`config.mk`:
```
export PLATFORM = sky130hd
export DESIGN_NAME = int_to_fp_lane_sched
export DESIGN_NICKNAME = d
export VERILOG_FILES = /design/src/rtl/int_to_fp_lane_sched.sv
export SDC_FILE = /design/constraint.sdc
export NUM_CORES = 1
export LEC_CHECK = 0
export BUFFER_PORTS_ARGS = -buffer_cell sky130_fd_sc_hd__clkbuf_2
export CORE_MARGIN = 2
export CORE_UTILIZATION = 34
export CTS_CLUSTER_DIAMETER = 30
export DETAILED_ROUTE_END_ITERATION = 10
export HOLD_SLACK_MARGIN = 0.05
export PLACE_DENSITY = 0.57
export SYNTH_ARGS = -nofsm -noshare
export SYNTH_HDL_FRONTEND = slang
export SYNTH_SLANG_ARGS = --single-unit
```
`constraint.sdc`:
```
create_clock -name clk -period 7.8 [get_ports clk]
set_input_delay 1.56 -clock clk [delete_from_list [all_inputs] [get_ports clk]]
set_output_delay 1.56 -clock clk [all_outputs]
set_load 0.03 [all_outputs]
```
`src/rtl/int_to_fp_lane_sched.sv`:
```
// -----------------------------------------------------------------------------
// int_to_fp_lane_sched
//   Serialises a SOFT_THREAD-lane integer-to-float request onto one scalar
//   int-to-fp unit. Active lanes are issued lowest index first. Results come
//   back in issue order, are written into their lane slots, and their flags
//   are ORed together. The complete vector is then returned with a
//   valid/ready handshake.
//
// Parameters
//   SOFT_THREAD : lanes per vector request
//   WARP_W      : width of the warp-id control field
//
// Ports
//   clk, rst_n                  clock (rising edge), async active-low reset
//   in_valid_i / in_ready_o     request handshake (ready only when idle)
//   op_i, rm_i, a_i, vecmask_i  conversion op, rounding mode, lane operands,
//                               active-lane mask
//   out_valid_o / out_ready_i   result handshake
//   result_o, fflags_o          per-lane results, OR of active-lane flags
//   vecmask_o                   mask of the returned request
//   u_in_valid_o / u_in_ready_i issue handshake to the scalar unit
//   u_op_o, u_rm_o, u_a_o       scalar operands (lane widened to 64 bits)
//   u_out_valid_i/u_out_ready_o result handshake from the scalar unit
//   u_result_i, u_fflags_i      scalar result (low 32 bits) and flags
//
// Optional feature (macro INT2FP_SCHED_CTRL_EN)
//   Adds ctrl_regindex_i/o, ctrl_warpid_i/o, ctrl_wvd_i/o and ctrl_wxd_i/o.
//   These fields are captured when a request is accepted and are presented
//   with the result.
// -----------------------------------------------------------------------------
module int_to_fp_lane_sched #(
  parameter int SOFT_THREAD = 4,
  parameter int WARP_W      = 3
) (
  input  logic                      clk,
  input  logic                      rst_n,
  input  logic                      in_valid_i,
  output logic                      in_ready_o,
  input  logic [2:0]                op_i,
  input  logic [2:0]                rm_i,
  input  logic [SOFT_THREAD*32-1:0] a_i,
  input  logic [SOFT_THREAD-1:0]    vecmask_i,
  output logic                      out_valid_o,
  input  logic                      out_ready_i,
  output logic [SOFT_THREAD*32-1:0] result_o,
  output logic [4:0]                fflags_o,
  output logic [SOFT_THREAD-1:0]    vecmask_o,
  output logic                      u_in_valid_o,
  input  logic                      u_in_ready_i,
  output logic [2:0]                u_op_o,
  output logic [2:0]                u_rm_o,
  output logic [63:0]               u_a_o,
  input  logic                      u_out_valid_i,
  output logic                      u_out_ready_o,
  input  logic [63:0]               u_result_i,
  input  logic [4:0]                u_fflags_i
`ifdef INT2FP_SCHED_CTRL_EN
  ,
  input  logic [4:0]                ctrl_regindex_i,
  output logic [4:0]                ctrl_regindex_o,
  input  logic [WARP_W-1:0]         ctrl_warpid_i,
  output logic [WARP_W-1:0]         ctrl_warpid_o,
  input  logic                      ctrl_wvd_i,
  output logic                      ctrl_wvd_o,
  input  logic                      ctrl_wxd_i,
  output logic                      ctrl_wxd_o
`endif
);

  localparam int LANE_W = (SOFT_THREAD > 1) ? $clog2(SOFT_THREAD) : 1;

  typedef enum logic [1:0] {
    S_IDLE  = 2'd0,
    S_ISSUE = 2'd1,
    S_DRAIN = 2'd2,
    S_DONE  = 2'd3
  } state_t;

  state_t                    state_r, state_n;
  logic [2:0]                op_r, rm_r;
  logic [SOFT_THREAD*32-1:0] a_r, result_r;
  logic [SOFT_THREAD-1:0]    mask_r;
  logic [SOFT_THREAD-1:0]    iss_mask_r, iss_mask_n_s;  // lanes still to issue
  logic [SOFT_THREAD-1:0]    ret_mask_r, ret_mask_n_s;  // lanes still awaiting a result
  logic [4:0]                fflags_r;
  logic [LANE_W-1:0]         iss_lane_s, ret_lane_s;
  logic [31:0]               lane_word_s;
  logic                      accept_s, issue_fire_s, ret_fire_s;
  logic [31:0]               unused_result_hi_s;

  // Index of the lowest set bit; results return in issue order, so this
  // same selection serves both the issue side and the return side.
  function automatic logic [LANE_W-1:0] lowest_set(input logic [SOFT_THREAD-1:0] m);
    lowest_set = {LANE_W{1'b0}};
    for (int k = SOFT_THREAD - 1; k >= 0; k--) begin
      if (m[k]) lowest_set = LANE_W'(k);
    end
  endfunction

  assign iss_lane_s         = lowest_set(iss_mask_r);
  assign ret_lane_s         = lowest_set(ret_mask_r);
  assign accept_s           = (state_r == S_IDLE) && in_valid_i;
  assign issue_fire_s       = (state_r == S_ISSUE) && u_in_ready_i;
  assign ret_fire_s         = ((state_r == S_ISSUE) || (state_r == S_DRAIN)) &&
                              u_out_valid_i && (ret_mask_r != {SOFT_THREAD{1'b0}});
  assign unused_result_hi_s = u_result_i[63:32];

  // Operands to the unit come only from registers, so they cannot change
  // while an issue is stalled.
  assign lane_word_s = a_r[{iss_lane_s, 5'b00000} +: 32];
  assign u_a_o       = {(op_r[0] ? {32{lane_word_s[31]}} : 32'h0000_0000), lane_word_s};
  assign u_op_o      = op_r;
  assign u_rm_o      = rm_r;
  assign result_o    = result_r;
  assign fflags_o    = fflags_r;
  assign vecmask_o   = mask_r;

  // Retire the issued lane and the returned lane from their pending masks.
  always_comb begin
    iss_mask_n_s = iss_mask_r;
    ret_mask_n_s = ret_mask_r;
    if (issue_fire_s) begin
      iss_mask_n_s = iss_mask_r & ~(SOFT_THREAD'(1'b1) << iss_lane_s);
    end else begin
      iss_mask_n_s = iss_mask_r;
    end
    if (ret_fire_s) begin
      ret_mask_n_s = ret_mask_r & ~(SOFT_THREAD'(1'b1) << ret_lane_s);
    end else begin
      ret_mask_n_s = ret_mask_r;
    end
  end

  // FSM state register.
  always_ff @(posedge clk or negedge rst_n) begin
    if (!rst_n) begin
      state_r <= S_IDLE;
    end else begin
      state_r <= state_n;
    end
  end

  // FSM next-state and handshake outputs.
  always_comb begin
    state_n       = state_r;
    in_ready_o    = 1'b0;
    out_valid_o   = 1'b0;
    u_in_valid_o  = 1'b0;
    u_out_ready_o = 1'b0;
    case (state_r)
      S_IDLE: begin
        in_ready_o = 1'b1;
        if (in_valid_i) begin
          if (vecmask_i != {SOFT_THREAD{1'b0}}) begin
            state_n = S_ISSUE;
          end else begin
            state_n = S_DONE;
          end
        end else begin
          state_n = S_IDLE;
        end
      end
      S_ISSUE: begin
        u_in_valid_o  = 1'b1;
        u_out_ready_o = 1'b1;
        if (iss_mask_n_s == {SOFT_THREAD{1'b0}}) begin
          if (ret_mask_n_s != {SOFT_THREAD{1'b0}}) begin
            state_n = S_DRAIN;
          end else begin
            state_n = S_DONE;
          end
        end else begin
          state_n = S_ISSUE;
        end
      end
      S_DRAIN: begin
        u_out_ready_o = 1'b1;
        if (ret_mask_n_s == {SOFT_THREAD{1'b0}}) begin
          state_n = S_DONE;
        end else begin
          state_n = S_DRAIN;
        end
      end
      S_DONE: begin
        out_valid_o = 1'b1;
        if (out_ready_i) begin
          state_n = S_IDLE;
        end else begin
          state_n = S_DONE;
        end
      end
      default: begin
        state_n = S_IDLE;
      end
    endcase
  end

  // Request capture, lane bookkeeping and result/flag accumulation.
  // Results are cleared at accept, so masked-off lanes return zero.
  always_ff @(posedge clk or negedge rst_n) begin
    if (!rst_n) begin
      op_r       <= 3'b000;
      rm_r       <= 3'b000;
      a_r        <= {(SOFT_THREAD*32){1'b0}};
      mask_r     <= {SOFT_THREAD{1'b0}};
      iss_mask_r <= {SOFT_THREAD{1'b0}};
      ret_mask_r <= {SOFT_THREAD{1'b0}};
      result_r   <= {(SOFT_THREAD*32){1'b0}};
      fflags_r   <= 5'b00000;
    end else if (accept_s) begin
      op_r       <= op_i;
      rm_r       <= rm_i;
      a_r        <= a_i;
      mask_r     <= vecmask_i;
      iss_mask_r <= vecmask_i;
      ret_mask_r <= vecmask_i;
      result_r   <= {(SOFT_THREAD*32){1'b0}};
      fflags_r   <= 5'b00000;
    end else begin
      iss_mask_r <= iss_mask_n_s;
      ret_mask_r <= ret_mask_n_s;
      if (ret_fire_s) begin
        result_r[{ret_lane_s, 5'b00000} +: 32] <= u_result_i[31:0];
        fflags_r                               <= fflags_r | u_fflags_i;
      end
    end
  end

`ifdef INT2FP_SCHED_CTRL_EN
  logic [4:0]        regindex_r;
  logic [WARP_W-1:0] warpid_r;
  logic              wvd_r, wxd_r;

  // Side-band control fields travel with the request.
  always_ff @(posedge clk or negedge rst_n) begin
    if (!rst_n) begin
      regindex_r <= 5'b00000;
      warpid_r   <= {WARP_W{1'b0}};
      wvd_r      <= 1'b0;
      wxd_r      <= 1'b0;
    end else if (accept_s) begin
      regindex_r <= ctrl_regindex_i;
      warpid_r   <= ctrl_warpid_i;
      wvd_r      <= ctrl_wvd_i;
      wxd_r      <= ctrl_wxd_i;
    end
  end

  assign ctrl_regindex_o = regindex_r;
  assign ctrl_warpid_o   = warpid_r;
  assign ctrl_wvd_o      = wvd_r;
  assign ctrl_wxd_o      = wxd_r;
`else
  logic [WARP_W-1:0] unused_warpid_s;
  assign unused_warpid_s = {WARP_W{1'b0}};
`endif

endmodule

```
# Word-level counts from Yosys, hierarchy flattened
# Cells that the tools add are included.
# W data, S select, Z words.
[totals]
inputBits = 213
wordCells = 65
regBits = 281
output_inout_bits = 211
[op_classes]
shift = 5
mux = 29
eq_ne = 3
bitwise = 5
add_sub_neg = 1
reduce_logical = 13
[op_table]
columns = ["operator", "n"]
rows = [
  ["$mux W128", 2],
  ["$bwmux W128", 1],
  ["$shift A32 B9 Y128 const A", 1],
  ["$shiftx A128 B8 Y32", 1],
  ["$shiftx A32 B9 Y128", 1],
  ["$mux W32", 1],
  ["$mux W2", 12],
  ["$mux W4", 4],
  ["$reduce_bool A4 Y1", 3],
  ["$mux W5", 2],
  ["$neg A7 Y9", 1],
  ["$and A4 B4 Y4", 2],
  ["$logic_not A4 Y1", 2],
  ["$not A4 Y4", 2],
  ["$pmux W2 S4", 1],
  ["$shl A1 B2 Y4 const A", 2],
  ["$mux W1", 6],
  ["$or A5 B5 Y5", 1],
  ["$eq A2 B2 Y1 const B", 2],
  ["$logic_and A1 B1 Y1", 4],
  ["$eq A2 B1 Y1 const B", 1],
  ["$logic_not A2 Y1", 1],
  ["$reduce_bool A2 Y1", 1],
  ["$reduce_or A2 Y1", 1],
  ["$logic_or A1 B1 Y1", 1],
]

# Depth between registers and ports, before layout
[logic_depth]
ltp_word = 12
ltp_mapped = 10
ltp_nobuf = 8

# Worst setup path before layout
# OpenSTA, ideal clock, no wires.
[synth_path]
path_type = "register to output"
startpoint = "register iss_mask_r[1]"
endpoint = "output port u_a_o[33]"
t_arrival_ps = 2284
required_ps = 6240
path_stages_with_launch = 7
slack_ps = 3956
path_buffers = 2
cell_sequence = "dfrtp_1 > clkbuf_1 > nand3b_1 > a21oi_1 > a221o_1 > and2_1 > buf_4"
[synth_via]
elab_chain_cells = 4
[synth_rtl]
columns = ["element", "line", "text"]
rows = [
  ["from (decl)", "83", "logic [SOFT_THREAD-1:0] iss_mask_r, iss_mask_n_s;"],
  ["from (signal assigned)", "206", "iss_mask_r <= {SOFT_THREAD{1'b0}};"],
  ["from (signal assigned)", "215", "iss_mask_r <= vecmask_i;"],
  ["from (signal assigned)", "220", "iss_mask_r <= iss_mask_n_s;"],
  ["$mux W2 (2 in a row)", "96", "if (m[k]) lowest_set = LANE_W'(k);"],
  ["$shiftx A128 B8 Y32", "110", "assign lane_word_s = a_r[{iss_lane_s, 5'b00000} +: 32];"],
  ["named net u_a_o[31]", "52", "output logic [63:0] u_a_o,"],
  ["$mux W32", "111", "assign u_a_o = {(op_r[0] ? {32{lane_word_s[31]}} : 32'h0000_0000), lane_word_s};"],
  ["to (decl)", "52", ""],
]
# The timed path passes the listed nets, and every way through them passes these cells.

# Worst setup path after layout
[layout_path]
startpoint = "register iss_mask_r[1]"
endpoint = "output port u_a_o[17]"
[layout_via]
elab_chain_cells = 3
[layout_rtl]
columns = ["element", "line"]
rows = [
  ["$mux W2 (2 in a row)", "96"],
  ["$shiftx A128 B8 Y32", "110"],
]
# Every way passes these cells.

==> results_tabular.tex <==
\begin{tabular}{lr}
\hline
Metric & Value \\
\hline
\multicolumn{2}{l}{\textbf{Pwr}} \\
Worst supply voltage drop on vdd & 0.000258 V \\
PD cells & 484 nW/um\^{}2 \\
Sequential fraction of design power & 27.0\% \\
Share of total power in combinational logic & 34.8\% \\
Switching power & roughly 3.2 mW \\
Portion of total power attributed to the clock network & about two fifths \\
Leakage power total & 9.04 nW \\
Switching share of power & 39.0\% \\
Internal & about 4.9 mW \\
\multicolumn{2}{l}{\textbf{Critical path}} \\
Worst path slowest cell & sky130\_fd\_sc\_hd\_\_nor4b\_2 \\
Delay of the slowest critical-path stage & 0.71 ns \\
Reg2Reg Launch Point & ret\_mask\_r[2] \\
Reg-to-reg endpoint & result\_o[115] \\
Count of buffer and inverter cells on the critical path & 2 \\
Maximum fanout along the worst path & 26 \\
Number of cells traversed by the worst register-to-register path & 9 \\
Data required time of the worst path & 6.24 ns \\
List of cells traversed by the critical path & nor4b\_2 -> buf\_4 -> a22oi\_1 -> o21ai\_0 -> clkbuf\_2 \\
Category of the worst setup path capture point & output pin \\
Minimum setup slack among reg-to-reg paths & 4.57 ns \\
Start-to-end type of the worst setup path & register to output pin \\
Endpoint arrival time on the critical path & 2.92 ns \\
Top Family by Delay on Critical Path & buffers and inverters \\
Crit start category & register \\
\multicolumn{2}{l}{\textbf{GRT}} \\
Overall track demand over capacity in global routing & between 10\% and 20\% \\
Grt total ovfl & 0 \\
Initial antenna violation count & 2 \\
Via count of the first global-routing pass & 10255 \\
First-pass GRT wire length & $\sim$55000 um \\
Largest net degree at the start of global routing & 135 \\
\multicolumn{2}{l}{\textbf{Placed design}} \\
Detailed placement HPWL & 23100 um \\
Placed instance area & 14200 um\^{}2 \\
Post-Place Worst Slack & 3.90 ns \\
Number of port buffers & 391 \\
Last weighted congestion value of the routability-driven placer & 0.774 \\
\multicolumn{2}{l}{\textbf{Drt}} \\
Via count & 10027 \\
Detailed-routing iteration count for the pre-antenna-repair pass & 5 \\
Routed wirelength normalized by instance count & 16.9 um \\
Detailed-route DRC error count & 0 \\
Detail Route Antenna Nets & 0 \\
Via count normalized by instance count & 4.74 \\
Number of DRC markers in iteration 0 & 325 \\
Routed wire length & 35700 um \\
\multicolumn{2}{l}{\textbf{STA}} \\
TNS Setup & 0 ns \\
Setup repair after global routing missed its margin & no \\
Slew @ Worst Pin & roughly 1.1 ns \\
Worst Clk Skew & between 0.015 and 0.02 ns \\
Final number of setup-violating endpoints & 0 \\
Count of pins over their slew limit & 0 \\
Period utilization & a little under three fifths \\
Fin. Hold Viols & 0 \\
Final-layout worst hold slack & 0.467 ns \\
Least setup slack across all paths after layout & 3.32 ns \\
Clock period minus worst slack & 4.48 ns \\
Top achievable clock speed & about 0.22 GHz \\
Headroom to the max-slew limit & 29.3\% \\
\multicolumn{2}{l}{\textbf{Status}} \\
Result of the run & finished clean \\
\multicolumn{2}{l}{\textbf{Hold path}} \\
Min-Delay Endpoint & a\_r[46] \\
Hold path cells & 2 \\
Start point of the worst hold path & a\_r[46] \\
Worst hold path class & register to register \\
\multicolumn{2}{l}{\textbf{CTS}} \\
Total setup buffers inserted after CTS & 0 \\
Total of cells resized after clock tree synthesis & 0 \\
Clock latency on the worst-skew pair & 0.57 ns \\
Quantity of hold-fixing buffers added after cts & 0 \\
TritonCTS clock tree & built \\
CTS Buf Count & 77 \\
Deepest clock path buffer count & 3 \\
Master cell of the clock root buffer & sky130\_fd\_sc\_hd\_\_clkbuf\_16 \\
Clk pin slew, worst setup/hold paths & 0.04 ns \\
CTS sink cnt & approximately 280 \\
Maximum level of the CTS H-tree & 3 \\
\multicolumn{2}{l}{\textbf{Layout}} \\
Combined area of the multi-input logic cells & 4440 um\^{}2 \\
Area growth from synthesis to layout & 39.7\% \\
Fraction of layout instances using a drive strength above 1 & 34.6\% \\
Area of all sequential standard cells & 7030 um\^{}2 \\
Final net count & 1828 \\
Post-route cell area & 16800 um\^{}2 \\
Fill cell instance count of the final layout & between 3000 and 4000 \\
Utilization after layout & about half \\
\multicolumn{2}{l}{\textbf{Floorplanning}} \\
Core outline area & 34600 um\^{}2 \\
Standard-cell row count & between 60 and 70 \\
Starting Density & approximately a third \\
Die height & roughly 190 um \\
Chip Width & 192 um \\
Die area & 36800 um\^{}2 \\
Io pins & 424 \\
\multicolumn{2}{l}{\textbf{Yosys}} \\
Main combinational cell family by area after synthesis & simple AND/OR/NAND/NOR gates \\
Area share of and/or/nand/nor cells after synthesis & 19.0\% \\
Synthesized netlist net count & 1453 \\
Cell Area, Synth & roughly 12000 um\^{}2 \\
Mux share of post-synthesis cell area & roughly 2.6\% \\
Adder and majority gate portion of the synthesized area & 1.33\% \\
Gate Count Post-Synth & 1228 \\
Synth Area in XOR/XNOR & 0\% \\
Compound-cell area share of the yosys netlist & 13.5\% \\
Yosys warns & 0 \\
Post-Synthesis Mean Instance Area & 9.77 um\^{}2 \\
Synth cell types & 43 \\
Portion of the post-synthesis area used by sequential elements & 58.6\% \\
Flip-flop and latch count after synthesis & 281 \\
\multicolumn{2}{l}{\textbf{Job}} \\
Count of max-cap constraint violations & 0 \\
\hline
\end{tabular}
synthesized netlist by cell type, drive strengths merged:
| cell | instances | area [um^2] |
|---|---|---|
| nand2 | 493 | 1850 |
| dfrtp | 281 | 7030 |
| o21ai | 65 | 325 |
| a22o | 64 | 561 |
| clkbuf | 56 | 216 |
| buf | 55 | 353 |
| and2 | 35 | 219 |
| a31o | 33 | 289 |
| a22oi | 31 | 233 |
| mux2i | 31 | 310 |
| a21oi | 12 | 63.8 |
| ha | 12 | 150 |
| nand3 | 10 | 50.1 |
| nor2 | 10 | 37.5 |
| inv | 8 | 30.0 |
| nand2b | 4 | 25.0 |
| nor2b | 3 | 18.8 |
| o211ai | 3 | 22.5 |
| a2111oi | 2 | 23.8 |
| a21o | 2 | 15.0 |
| a31oi | 2 | 33.8 |
| nor3 | 2 | 10.0 |
| nor4b | 2 | 23.8 |
| a211o | 1 | 8.76 |
| a211oi | 1 | 7.51 |
| a221o | 1 | 10.0 |
| and3 | 1 | 6.26 |
| and4 | 1 | 8.76 |
| maj3 | 1 | 10.0 |
| nand3b | 1 | 7.51 |
| nor4 | 1 | 6.26 |
| o221a | 1 | 11.3 |
| o221ai | 1 | 8.76 |
| o311ai | 1 | 8.76 |
| or4 | 1 | 11.3 |
worst reg2reg max path: stages, from the launching register on:
cell and delay [ns]:
sky130_fd_sc_hd__dfrtp_1 0.41, sky130_fd_sc_hd__nand2b_1 0.24, sky130_fd_sc_hd__a21oi_1 0.67, sky130_fd_sc_hd__inv_1 0.22, sky130_fd_sc_hd__ha_1 0.40, sky130_fd_sc_hd__nand2b_1 0.20
sky130_fd_sc_hd__a2111oi_4 0.27, sky130_fd_sc_hd__buf_4 0.41, sky130_fd_sc_hd__nand2_1 0.15, sky130_fd_sc_hd__o21ai_0 0.17
kinds of logic after synthesis:
kind of cell	Yosys count
AND/OR/NAND/NOR	564
flip-flops	281
buffers and inverters	119
multiplexers	31
adder cells (fa/ha/maj)	13
AO/OA/AOI/OAI	220
routing by layer:
metal / wire length (um) / up-vias / global-route usage [%]
met5: 16 / - / 0
li1: - / 4843 / -
met3: 3290 / 56 / 7.11
met4: 756 / 2 / 8.08
met2: 16400 / 345 / 30.3
met1: 15200 / 4781 / 23.8
worst max path at each step:
stage,start,to,slack (ns),cells after the start
2_1_floorplan,iss_mask_r[1],u_a_o[33],3.96,6
3_3_place_gp,iss_mask_r[1],u_a_o[17],3.95,5
3_5_place_dp,iss_mask_r[1],u_a_o[17],3.90,5
4_1_cts,iss_mask_r[1],u_a_o[17],3.29,5
5_1_grt,iss_mask_r[1],u_a_o[17],3.19,5
6_report,iss_mask_r[1],u_a_o[17],3.32,5
layout make-up:
class | instances | area share [%]
tap | 455 | 3.40
timing repair buffer | 407 | 12.5
sequential | 281 | 41.9
multi-input combinational | 828 | 26.5
clock buffer | 103 | 12.9
clock inverter | 34 | 2.57
antenna | 1 | 0.0149
inverter | 8 | 0.179
flip-flops by register name, summed over array words and instances, names as in the netlist:
register / cells
a_r: 128
result_o: 128
fflags_o: 5
iss_mask_r: 4
ret_mask_r: 4
vecmask_o: 4
u_op_o: 3
u_rm_o: 3
state_r: 2
stage by stage:
step | power, mW | std cells
finish | 8.11 | 2117
global route | 8.57 | 2116
CTS | 8.20 | 2116
detailed placement | 5.05 | 1979
global placement | 5.02 | 1979
floorplan | 4.23 | 1228
power groups by stage:
stage	Clock, mW	Combinational (mW)	Sequential, mW
floorplan	0	1.86	2.37
global placement	0	2.83	2.19
detailed placement	0	2.85	2.21
CTS	3.15	2.86	2.19
global route	3.24	3.08	2.25
finish	3.10	2.82	2.19
placed cells by master, fill, tap and decap left out, types with 2 or more instances in the layout:
| cell | netlist | final |
|---|---|---|
| sky130_fd_sc_hd__clkbuf_1 | 51 | 16 |
| sky130_fd_sc_hd__a21o_1 | 2 | 2 |
| sky130_fd_sc_hd__o21ai_1 | 15 | 14 |
| sky130_fd_sc_hd__inv_6 | 0 | 3 |
| sky130_fd_sc_hd__bufinv_16 | 0 | 9 |
| sky130_fd_sc_hd__nand2b_1 | 4 | 4 |
| sky130_fd_sc_hd__a31o_1 | 2 | 2 |
| sky130_fd_sc_hd__clkbuf_2 | 5 | 390 |
| sky130_fd_sc_hd__mux2i_1 | 31 | 31 |
| sky130_fd_sc_hd__nor2_1 | 10 | 10 |
| sky130_fd_sc_hd__a31o_2 | 31 | 31 |
| sky130_fd_sc_hd__nor2b_1 | 3 | 3 |
| sky130_fd_sc_hd__a22o_1 | 64 | 64 |
| sky130_fd_sc_hd__clkbuf_16 | 0 | 80 |
| sky130_fd_sc_hd__o21ai_0 | 50 | 50 |
| sky130_fd_sc_hd__a21oi_2 | 1 | 2 |
| sky130_fd_sc_hd__buf_4 | 31 | 15 |
| sky130_fd_sc_hd__o211ai_1 | 3 | 3 |
| sky130_fd_sc_hd__and2_1 | 35 | 34 |
| sky130_fd_sc_hd__clkinv_2 | 0 | 16 |
| sky130_fd_sc_hd__a21oi_1 | 11 | 9 |
| sky130_fd_sc_hd__nand3_1 | 10 | 10 |
| sky130_fd_sc_hd__nor3_2 | 0 | 2 |
| sky130_fd_sc_hd__clkbuf_8 | 0 | 7 |
| sky130_fd_sc_hd__ha_1 | 12 | 12 |
| sky130_fd_sc_hd__dfrtp_1 | 281 | 281 |
| sky130_fd_sc_hd__clkinvlp_4 | 0 | 5 |
| sky130_fd_sc_hd__a22oi_1 | 31 | 31 |
| sky130_fd_sc_hd__inv_1 | 8 | 8 |
| sky130_fd_sc_hd__nand2_1 | 493 | 492 |
(Power assumes the default switching activity.)
